==> config.mk <==
export PLATFORM = sky130hd
export DESIGN_NAME = parking_gate_arbiter
export DESIGN_NICKNAME = d
export VERILOG_FILES = /design/src/rtl/parking_pkg.sv /design/src/rtl/parking_gate_arbiter_rr.sv /design/src/rtl/parking_gate_arbiter.sv
export SDC_FILE = /design/constraint.sdc
export NUM_CORES = 1
export LEC_CHECK = 0
export CAP_MARGIN = 20
export CORE_MARGIN = 4
export CORE_UTILIZATION = 45
export CTS_CLUSTER_SIZE = 8
export DETAILED_ROUTE_END_ITERATION = 10
export PLACE_DENSITY = 0.63
export SLEW_MARGIN = 20
export SYNTH_ARGS = -nofsm -noshare
export SYNTH_HDL_FRONTEND = slang
export SYNTH_SLANG_ARGS = --single-unit
==> constraint.sdc <==
create_clock -name clk -period 6.9 [get_ports clk]
set_input_delay 1.38 -clock clk [delete_from_list [all_inputs] [get_ports clk]]
set_output_delay 1.38 -clock clk [all_outputs]
set_load 0.01 [all_outputs]
==> src/rtl/parking_pkg.sv <==
// Shared types and constants for the parking gate arbiter: FSM states,
// slot/LFSR constants, the transaction result record and the LFSR step.
package parking_pkg;

    typedef enum logic [1:0] {
        IDLE,
        SERVE,
        ACK,
        HOLD
    } state_t;

    localparam int SLOT_W = 3;
    localparam int LFSR_W = 8;
    localparam logic [LFSR_W-1:0] LFSR_SEED = 8'hA5;
    // Feedback taps for x^8 + x^6 + x^5 + x^4 + 1 (bits 7, 5, 4, 3).
    localparam logic [LFSR_W-1:0] LFSR_TAPS = 8'hB8;

    typedef struct packed {
        logic              ok;
        logic [SLOT_W-1:0] slot;
        logic [LFSR_W-1:0] code;
    } result_t;

    function automatic logic [LFSR_W-1:0] lfsr_next(input logic [LFSR_W-1:0] cur);
        return {cur[LFSR_W-2:0], ^(cur & LFSR_TAPS)};
    endfunction

endpackage

==> src/rtl/parking_gate_arbiter_rr.sv <==
// Round-robin arbiter: one-hot grant searched from the pointer; the pointer
// moves to one past the granted requester when the grant is accepted.
module rr_arbiter #(
    parameter  int N     = 2,
    localparam int IDX_W = (N > 1) ? $clog2(N) : 1
) (
    input  logic             clk,
    input  logic             rst_n,
    input  logic [N-1:0]     req,
    input  logic             accept,
    output logic [N-1:0]     grant,
    output logic [IDX_W-1:0] grant_idx
);

    logic [IDX_W-1:0] ptr_q;
    logic             found;

    // NOTE: every signal driven here gets a default first, so no path leaves it unassigned and no latch is inferred.
    always_comb begin
        grant     = '0;
        grant_idx = '0;
        found     = 1'b0;
        for (int i = 0; i < N; i++) begin
            if (!found && req[(int'(ptr_q) + i) % N]) begin
                grant[(int'(ptr_q) + i) % N] = 1'b1;
                grant_idx = IDX_W'((int'(ptr_q) + i) % N);
                found     = 1'b1;
            end
        end
    end

    // NOTE: state registers use non-blocking assignments so every flop samples pre-edge values.
    always_ff @(posedge clk or negedge rst_n) begin
        if (!rst_n) begin
            ptr_q <= '0;
        end else if (accept && found) begin
            ptr_q <= IDX_W'((int'(grant_idx) + 1) % N);
        end
    end

endmodule

==> src/rtl/parking_gate_arbiter.sv <==
// Shared 8-slot occupancy store serving entry and exit gates one request at
// a time; exits have priority, arrivals get the lowest free slot and a ticket.
module parking_gate_arbiter
    import parking_pkg::*;
#(
    parameter int NUM_GATES = 2,
    parameter int NUM_SLOTS = 8,
    parameter int CODE_W    = 8
) (
    input  logic                        clk,
    input  logic                        rst_n,
    input  logic [NUM_GATES-1:0]        arr_req,
    input  logic [NUM_GATES-1:0]        ext_req,
    input  logic [NUM_GATES*SLOT_W-1:0] ext_slot,
    input  logic [NUM_GATES*CODE_W-1:0] ext_code,
    output logic [NUM_GATES-1:0]        arr_ack,
    output logic [NUM_GATES-1:0]        ext_ack,
    output logic                        res_ok,
    output logic [SLOT_W-1:0]           res_slot,
    output logic [CODE_W-1:0]           res_code,
    output logic [NUM_SLOTS-1:0]        occupancy,
    output logic [3:0]                  free_count,
    output logic                        full,
    output logic                        empty
);

    localparam int GIDX_W = (NUM_GATES > 1) ? $clog2(NUM_GATES) : 1;

    state_t              state_q, state_d;
    logic [NUM_GATES-1:0] arr_gnt, ext_gnt, gnt_oh_q;
    logic [GIDX_W-1:0]   arr_gidx, ext_gidx, gnt_idx_q;
    logic                arr_any, ext_any, gnt_ext_q, held_req;
    logic [LFSR_W-1:0]   lfsr_q;
    logic [NUM_SLOTS-1:0] occ_q;
    logic [CODE_W-1:0]   codes_q [NUM_SLOTS];
    logic [3:0]          free_q, free_d;
    logic                full_q, empty_q;
    result_t             res_q, serve_res;
    logic [SLOT_W-1:0]   claim_slot, free_idx;
    logic [CODE_W-1:0]   claim_code;
    logic                free_hit;

    assign arr_any = |arr_req;
    assign ext_any = |ext_req;

    rr_arbiter #(.N(NUM_GATES)) u_ext_rr (
        .clk       (clk),
        .rst_n     (rst_n),
        .req       (ext_req),
        .accept    (state_q == IDLE),
        .grant     (ext_gnt),
        .grant_idx (ext_gidx)
    );

    // Arrivals only advance their pointer when no exit outranks them.
    rr_arbiter #(.N(NUM_GATES)) u_arr_rr (
        .clk       (clk),
        .rst_n     (rst_n),
        .req       (arr_req),
        .accept    ((state_q == IDLE) && !ext_any),
        .grant     (arr_gnt),
        .grant_idx (arr_gidx)
    );

    always_ff @(posedge clk or negedge rst_n) begin
        if (!rst_n) state_q <= IDLE;
        else        state_q <= state_d;
    end

    always_comb begin
        held_req = gnt_ext_q ? ext_req[gnt_idx_q] : arr_req[gnt_idx_q];
        state_d  = state_q;
        case (state_q)
            IDLE:    if (ext_any || arr_any) state_d = SERVE;
            SERVE:   state_d = ACK;
            ACK:     state_d = HOLD;
            HOLD:    if (!held_req) state_d = IDLE;
            default: state_d = IDLE;
        endcase
    end

    always_comb begin
        claim_slot = ext_slot[int'(gnt_idx_q)*SLOT_W +: SLOT_W];
        claim_code = ext_code[int'(gnt_idx_q)*CODE_W +: CODE_W];
        free_hit   = 1'b0;
        free_idx   = '0;
        for (int i = NUM_SLOTS - 1; i >= 0; i--) begin
            if (!occ_q[i]) begin
                free_hit = 1'b1;
                free_idx = SLOT_W'(i);
            end
        end
        serve_res = '0;
        if (gnt_ext_q) begin
            serve_res.ok   = occ_q[claim_slot] && (codes_q[claim_slot] == claim_code);
            serve_res.slot = claim_slot;
        end else if (free_hit) begin
            serve_res.ok   = 1'b1;
            serve_res.slot = free_idx;
            serve_res.code = lfsr_q;
        end
        free_d = free_q;
        if (state_q == SERVE && serve_res.ok)
            free_d = gnt_ext_q ? free_q + 4'd1 : free_q - 4'd1;
    end

    always_ff @(posedge clk or negedge rst_n) begin
        if (!rst_n) begin
            lfsr_q    <= LFSR_SEED;
            gnt_ext_q <= 1'b0;
            gnt_oh_q  <= '0;
            gnt_idx_q <= '0;
        end else begin
            lfsr_q <= lfsr_next(lfsr_q);
            if (state_q == IDLE) begin
                if (ext_any) begin
                    gnt_ext_q <= 1'b1;
                    gnt_oh_q  <= ext_gnt;
                    gnt_idx_q <= ext_gidx;
                end else if (arr_any) begin
                    gnt_ext_q <= 1'b0;
                    gnt_oh_q  <= arr_gnt;
                    gnt_idx_q <= arr_gidx;
                end
            end
        end
    end

    always_ff @(posedge clk or negedge rst_n) begin
        if (!rst_n) begin
            occ_q   <= '0;
            free_q  <= 4'(NUM_SLOTS);
            full_q  <= 1'b0;
            empty_q <= 1'b1;
            res_q   <= '0;
            // NOTE: the code store is plain flops and must be reset, since a zero code marks a free slot.
            for (int i = 0; i < NUM_SLOTS; i++) codes_q[i] <= '0;
        end else begin
            if (state_q == SERVE) begin
                res_q <= serve_res;
                if (serve_res.ok) begin
                    if (gnt_ext_q) begin
                        occ_q[claim_slot]   <= 1'b0;
                        codes_q[claim_slot] <= '0;
                    end else begin
                        occ_q[free_idx]   <= 1'b1;
                        codes_q[free_idx] <= CODE_W'(lfsr_q);
                    end
                end
            end
            free_q  <= free_d;
            full_q  <= (free_d == 4'd0);
            empty_q <= (free_d == 4'(NUM_SLOTS));
        end
    end

    assign arr_ack    = (state_q == ACK && !gnt_ext_q) ? gnt_oh_q : '0;
    assign ext_ack    = (state_q == ACK &&  gnt_ext_q) ? gnt_oh_q : '0;
    assign res_ok     = res_q.ok;
    assign res_slot   = res_q.slot;
    assign res_code   = CODE_W'(res_q.code);
    assign occupancy  = occ_q;
    assign free_count = free_q;
    assign full       = full_q;
    assign empty      = empty_q;

endmodule
Word level (Yosys, flattened, before mapping)
Cells that the tools add are included.
{ "totals": {"out_inout_bits": 30, "mem_count": 0, "word_cells": 180, "latch_bits": 0, "romBits": 0, "input_bits": 28, "regBits": 106, "mem_bits_rw": 0} }
{ "classes": {"shift": 2, "eq_ne": 7, "mux": 83, "n_addsub": 6, "div": 0, "reduce_logical": 31, "order_cmp": 17, "bitwise": 11, "n_mul": 1} }
{ "op_table": {"columns": ["operator", "count"], "rows": [
  ["$and A64 B64 Y64", 1],
  ["$bwmux W64", 1],
  ["$mux W64", 1],
  ["$not A64 Y64", 1],
  ["$demux W8 S3", 2],
  ["$mux W8", 6],
  ["$mux W1", 42],
  ["$bmux W8 S3", 1],
  ["$mux W3", 8],
  ["$mux W2", 10],
  ["$logic_and A1 B1 Y1", 17],
  ["$shiftx A16 B5 Y8", 1],
  ["$mux W12", 1],
  ["$mux W4", 3],
  ["$and A8 B8 Y8", 1],
  ["$eq A8 B8 Y1", 1],
  ["$ge A4 B4 Y1 const B", 2],
  ["$lt A3 B4 Y1 const B", 2],
  ["$lt A4 B1 Y1 const B", 2],
  ["$not A3 Y4", 2],
  ["$not A8 Y8", 1],
  ["$or A8 B8 Y8", 1],
  ["$pmux W2 S4", 1],
  ["$reduce_xor A8 Y1", 1],
  ["other kinds (26)", 49]
]} }

Depth between registers and ports, before layout
{ "depth": {"ltp_word": 15, "depth_mapped": 14, "depth_no_buf": 9} }

By module
Synthesis repeated with hierarchy kept, for this count alone.
{ "unflattened": {"cells_unflattened": 535, "area_unflattened_um2": 5470.2} }
{ "modules_own_cells": {"columns": ["module", "cells_per_inst", "seq_area_each_um2", "area_each_um2", "instances"], "rows": [
  ["parking_gate_arbiter", 521, 2610.0, 5345.1, 1],
  ["rr_arbiter", 7, 25.0, 62.6, 2]
]} }

Worst setup path after synthesis
OpenSTA, ideal clock, no wires.
{ "synth_path": {"kind": "input -> register", "startpoint": "input port ext_slot[3]", "endpoint": "register full_q (netlist: full)", "n_path_buf": 4, "t_required_ps": 6781, "setup_time_ps": 119, "t_arrival_ps": 3761, "stages": 13, "path_slack_ps": 3020, "cell_sequence": "buf_2 > mux2_4 > buf_6 > mux2i_1 > a32oi_1 > a21oi_1 > or4_1 > nor4_2 > a31o_1 > buf_6 > buf_6 > mux2i_1 > o21ba_1"} }
{ "synth_between": {"elab_chain_len": 11, "elab_cells_between_ends": 13, "classes_between": "1 x eq/ne; 1 x shift; 7 x mux; 1 x bitwise; 3 x reduce/logical"} }
{ "synth_lines": {"columns": ["element", "line", "rtl"], "rows": [
  ["from (decl)", "parking_gate_arbiter.sv:14", "input logic [NUM_GATES*SLOT_W-1:0] ext_slot,"],
  ["$shiftx A6 B4 Y3 (*)", "parking_gate_arbiter.sv:83", "claim_slot = ext_slot[int'(gnt_idx_q)*SLOT_W +: SLOT_W];"],
  ["$not A3 Y4 (not written as such)", "parking_gate_arbiter.sv:95", "serve_res.ok = occ_q[claim_slot] && (codes_q[claim_slot] == claim_code);"],
  ["$bmux W8 S3", "parking_gate_arbiter.sv:95", null],
  ["$mux W8 (not written as such) (2 in series)", "parking_gate_arbiter.sv:95", null],
  ["$eq A8 B8 Y1", "parking_gate_arbiter.sv:95", null],
  ["$logic_and A1 B1 Y1 (*)", "parking_gate_arbiter.sv:95", null],
  ["$mux W4 (*)", "parking_gate_arbiter.sv:94", "if (gnt_ext_q) begin"],
  ["$logic_and A1 B1 Y1 (*)", "parking_gate_arbiter.sv:103", "if (state_q == SERVE && serve_res.ok)"],
  ["$mux W4 (*)", "parking_gate_arbiter.sv:103", null],
  ["$logic_not A4 Y1 (*)", "parking_gate_arbiter.sv:152", "full_q <= (free_d == 4'd0);"],
  ["to (signal assigned)", "parking_gate_arbiter.sv:152", null],
  ["to (decl)", "parking_gate_arbiter.sv:37", "logic full_q, empty_q;"]
]} }
Mark *: on every way between the ends. The rest lies on a longest branch, timed or not. The select of a mux whose other input is x is not followed.
A chain may end at the register's enable or synchronous reset.

Worst setup path in the final report
{ "layout_path": {"startpoint": "input port ext_slot[3]", "endpoint": "register codes_q[63] (netlist name)"} }
{ "layout_between": {"elab_chain_len": 9, "elab_cells_between_ends": 19, "classes_between": "2 x order compare; 1 x eq/ne; 1 x shift; 9 x mux; 3 x bitwise; 3 x reduce/logical"} }
{ "layout_lines": {"columns": ["element", "line", "rtl"], "rows": [
  ["$shiftx A6 B4 Y3 (*)", "parking_gate_arbiter.sv:83", null],
  ["$not A3 Y4 (not written as such)", "parking_gate_arbiter.sv:95, parking_gate_arbiter.sv:144", null],
  ["$bmux W8 S3, or another cell as far along", "parking_gate_arbiter.sv:95", null],
  ["$mux W8 (not written as such) / $logic_and A1 B1 Y1 (equally long branches)", "parking_gate_arbiter.sv:95, parking_gate_arbiter.sv:144", null],
  ["$mux W8 (on tied branches)", "parking_gate_arbiter.sv:95, parking_gate_arbiter.sv:144", null],
  ["$eq A8 B8 Y1 / $demux W8 S3 (equally long branches)", "parking_gate_arbiter.sv:95, parking_gate_arbiter.sv:144", null],
  ["$logic_and A1 B1 Y1 / $not A64 Y64 (equally long branches)", null, null],
  ["$mux W4 / $and A64 B64 Y64 (equally long branches)", null, null],
  ["$reduce_and A2 Y1 (no line) / $mux W64 (equally long branches)", null, null],
  ["to (signal, indexed assignment)", "parking_gate_arbiter.sv:147", "codes_q[free_idx] <= CODE_W'(lfsr_q);"],
  ["to (decl)", "parking_gate_arbiter.sv:35", "logic [CODE_W-1:0] codes_q [NUM_SLOTS];"]
]} }
Marks and branches as above.

==> impl_metrics.csv <==
group,metric,value,unit
critical_path,cp.arrival,5470,ps
placement,port_buffers,57,
routing,antenna_left,0,
synth,async_flop_share,100,%
critical_path,end_kind,"register",
sta,rsz0062_at_grt,"no",
cells_and_area,num_antenna_cells,0,
critical_path,worstSetupPathType,"in2reg",
pwr,leakage,2.76,nW
sta,clock_skew,11.3,ps
sta,finalHoldViolCount,0,
clock_tree,cts_buffer_depth,2,
pwr,power_frac_comb,36.4,%
synth,synth_area_leaders,"dfrtp_1, o2bb2ai_1, nand2_1",
synth,syn_nets,543,
floorplan,initial_core_util,46.9,%
clock_tree,clkTransAtPathRegs,70,ps
critical_path,cp.required,7190,ps
sta,fin_crit_sh,75.0,%
floorplan,die_x,118,um
synth,synth.distinct_cells,71,
synth,synth.top_cell.area_share,45.9,%
pwr,p_seq_share,35.9,%
routing,drt_iter0_drc,436,
global_route,grt_pass1_vias,4449,
sta,max_freq,193,MHz
synth,yosys_warnings,0,
cells_and_area,synthToLayoutAreaGrowth,18.1,%
synth,synth_edf_count,0,
sta,relSlewSlack,43.8,%
synth,ys_seq_area_share,48.8,%
clock_tree,cts_max_level,3,
job,cap_violations,0,
pwr,p_per_area,317,nW/um^2
synth,yosysTopAreaCell,"dfrtp_1",
pwr,clock_power_share,27.7,%
clock_tree,post_cts_resized,0,
pwr,p_sw,0.000721,W
critical_path,crit_start,"ext_slot[3]",
cells_and_area,final_cell_mix,"dfrtp_1, nand2_1, clkdlybuf4s50_1, o2bb2ai_1, a21oi_1",
critical_path,worst_setup_path_start_kind,"input pin",
pwr,peakVddDrop,0.000277,V
clock_tree,cts_tree,"built",
floorplan,rows,39,
pwr,p_sw_share,35.4,%
placement,gp_congestion,1.00,
critical_path,reg2reg_slack,2550,ps
synth,syn_area_per_cell,10.7,um^2
synth,ys_seq_elements,106,
routing,vias,4413,
critical_path,ff2ff_path_depth,10,
synth,synthCells,507,
status,outcome,"finished, final reports clean",
synth,syn_area,5450,um^2
worst_hold_path,hp-class,"reg2reg",
synth,synth_ff_type,"dfrtp_1",
clock_tree,clkLatencyLatePin,360,ps
floorplan,io_pins,58,
sta,slew_viol_final,0,
floorplan,die_height,118,um
pwr,p_int,0.00131,W
global_route,grt_pass1_wl,24800,um
floorplan,die-area,13900,um^2
routing,drtPass1Iterations,5,
routing,route.detailed.drc,0,
sta,post-route-min-period,5180,ps
clock_tree,postCtsSetupRepairBufs,0,
cells_and_area,fin_util,55.4,%
global_route,grt_usage,22.6,%
clock_tree,cts_buffers,9,
global_route,grt_overflow,0,
worst_hold_path,whs_path_depth,0,
placement,place_hpwl,11200,um
critical_path,reg2reg_to,"codes_q[63]",
critical_path,path_max_fanout,22,
global_route,grt_max_degree,80,
clock_tree,cts_root_buffer,"clkbuf_16",
clock_tree,cts.sinks,106,
sta,report.final.setup_viol,0,
cells_and_area,drive_above_1_share,8.36,%
clock_tree,hold_buffers,0,
sta,worst_pin_slew,844,ps
global_route,antenna_found_initial,0,
routing,viasPerCell,6.26,
critical_path,timing.rr.start,"gnt_idx_q",
sta,setup_tns,0,ps
routing,avgRoutedWirePerCell,22.1,um
cells_and_area,final_common_cell,"dfrtp_1",
cells_and_area,nets,593,
floorplan,core_area,11600,um^2
routing,wl,15500,um
critical_path,crit_end,"codes_q[63]",
logic make-up after synthesis:
kind of cell / Yosys count / share of synthesized area [%]
xor+xnor: 12 / 1.93
compound gates: 173 / 24.8
buf+inv: 38 / 3.63
mux: 27 / 5.67
simple gates: 143 / 13.2
fa+ha+maj: 8 / 1.98
flops: 106 / 48.8
critical path, stage by stage:
cell,delay (ps)
clkdlybuf4s50_1,670
mux2_4,450
mux2i_1,350
a32oi_2,100
and3_1,200
or4_1,510
nor4_2,260
a31o_1,760
nor2b_1,530
a22o_1,240
cells in the mapped netlist, types with 5 or more instances:
cell,n
a22o_1,17
a21o_1,5
mux2i_1,19
inv_1,15
buf_2,8
nor2b_1,16
o2bb2ai_1,49
xnor2_1,7
and3_1,9
o22ai_1,8
dfrtp_1,100
nor3_1,8
o21ai_0,13
nand2_1,56
clkbuf_1,7
xor2_1,5
a31oi_1,5
a32oi_1,11
ha_1,7
buf_6,5
a2bb2o_1,9
a21oi_1,27
nor2_1,24
dfstp_2,6
metal layers:
layer	global-route usage [%]	vias up	wire, um
met1	31.3	2199	7050
met3	7.98	22	1370
met4	5.79	0	210
met5	0	-	0
met2	33.7	184	6920
li1	-	2008	-
layout make-up:
type | instances | area [um^2]
fill | 1063 | 5180
sequential | 106 | 2660
multi-input combinational | 363 | 2590
timing repair buffer | 61 | 618
clock buffer | 10 | 229
tap | 143 | 179
clock inverter | 6 | 95.1
inverter | 16 | 60.1
per-stage QoR:
step | hold slack [ps] | setup slack, ps | area (um^2) | power, W | std cells
3_3_place_gp | 385 | 1540 | 6080 | 0.00146 | 688
3_5_place_dp | 402 | 1440 | 6080 | 0.00147 | 688
4_1_cts | 412 | 1810 | 6400 | 0.00204 | 704
6_report | 406 | 1720 | 6430 | 0.00204 | 705
2_1_floorplan | 368 | 3020 | 5450 | 0.00125 | 507
5_1_grt | 421 | 1500 | 6430 | 0.00216 | 705
power by group through the flow:
stage	clock network (W)	registers, W	logic, W
after floorplan	0	0.000746	0.000507
final	0.000564	0.000730	0.000742
after global placement	0	0.000741	0.000723
after detailed placement	0	0.000742	0.000730
after global routing	0.000597	0.000741	0.000819
after CTS	0.000572	0.000731	0.000738
sequential cells by signal, summed over array words and instances, names as in the netlist:
signal          cells
state_q             2
res_slot            3
res_ok              1
empty               1
res_code            8
lfsr_q              8
gnt_idx_q           1
occupancy           8
gnt_ext_q           1
full                1
u_ext_rr.ptr_q      1
u_arr_rr.ptr_q      1
gnt_oh_q            2
free_count          4
codes_q            64
how the worst min path moves through the flow:
stage          startpoint   endpoint
3_5_place_dp    lfsr_q[0]  lfsr_q[1]
3_3_place_gp    lfsr_q[6]  lfsr_q[7]
6_report        lfsr_q[0]  lfsr_q[1]
5_1_grt         lfsr_q[0]  lfsr_q[1]
2_1_floorplan   lfsr_q[1]  lfsr_q[2]
4_1_cts         lfsr_q[6]  lfsr_q[7]
(Power assumes the default switching activity.)
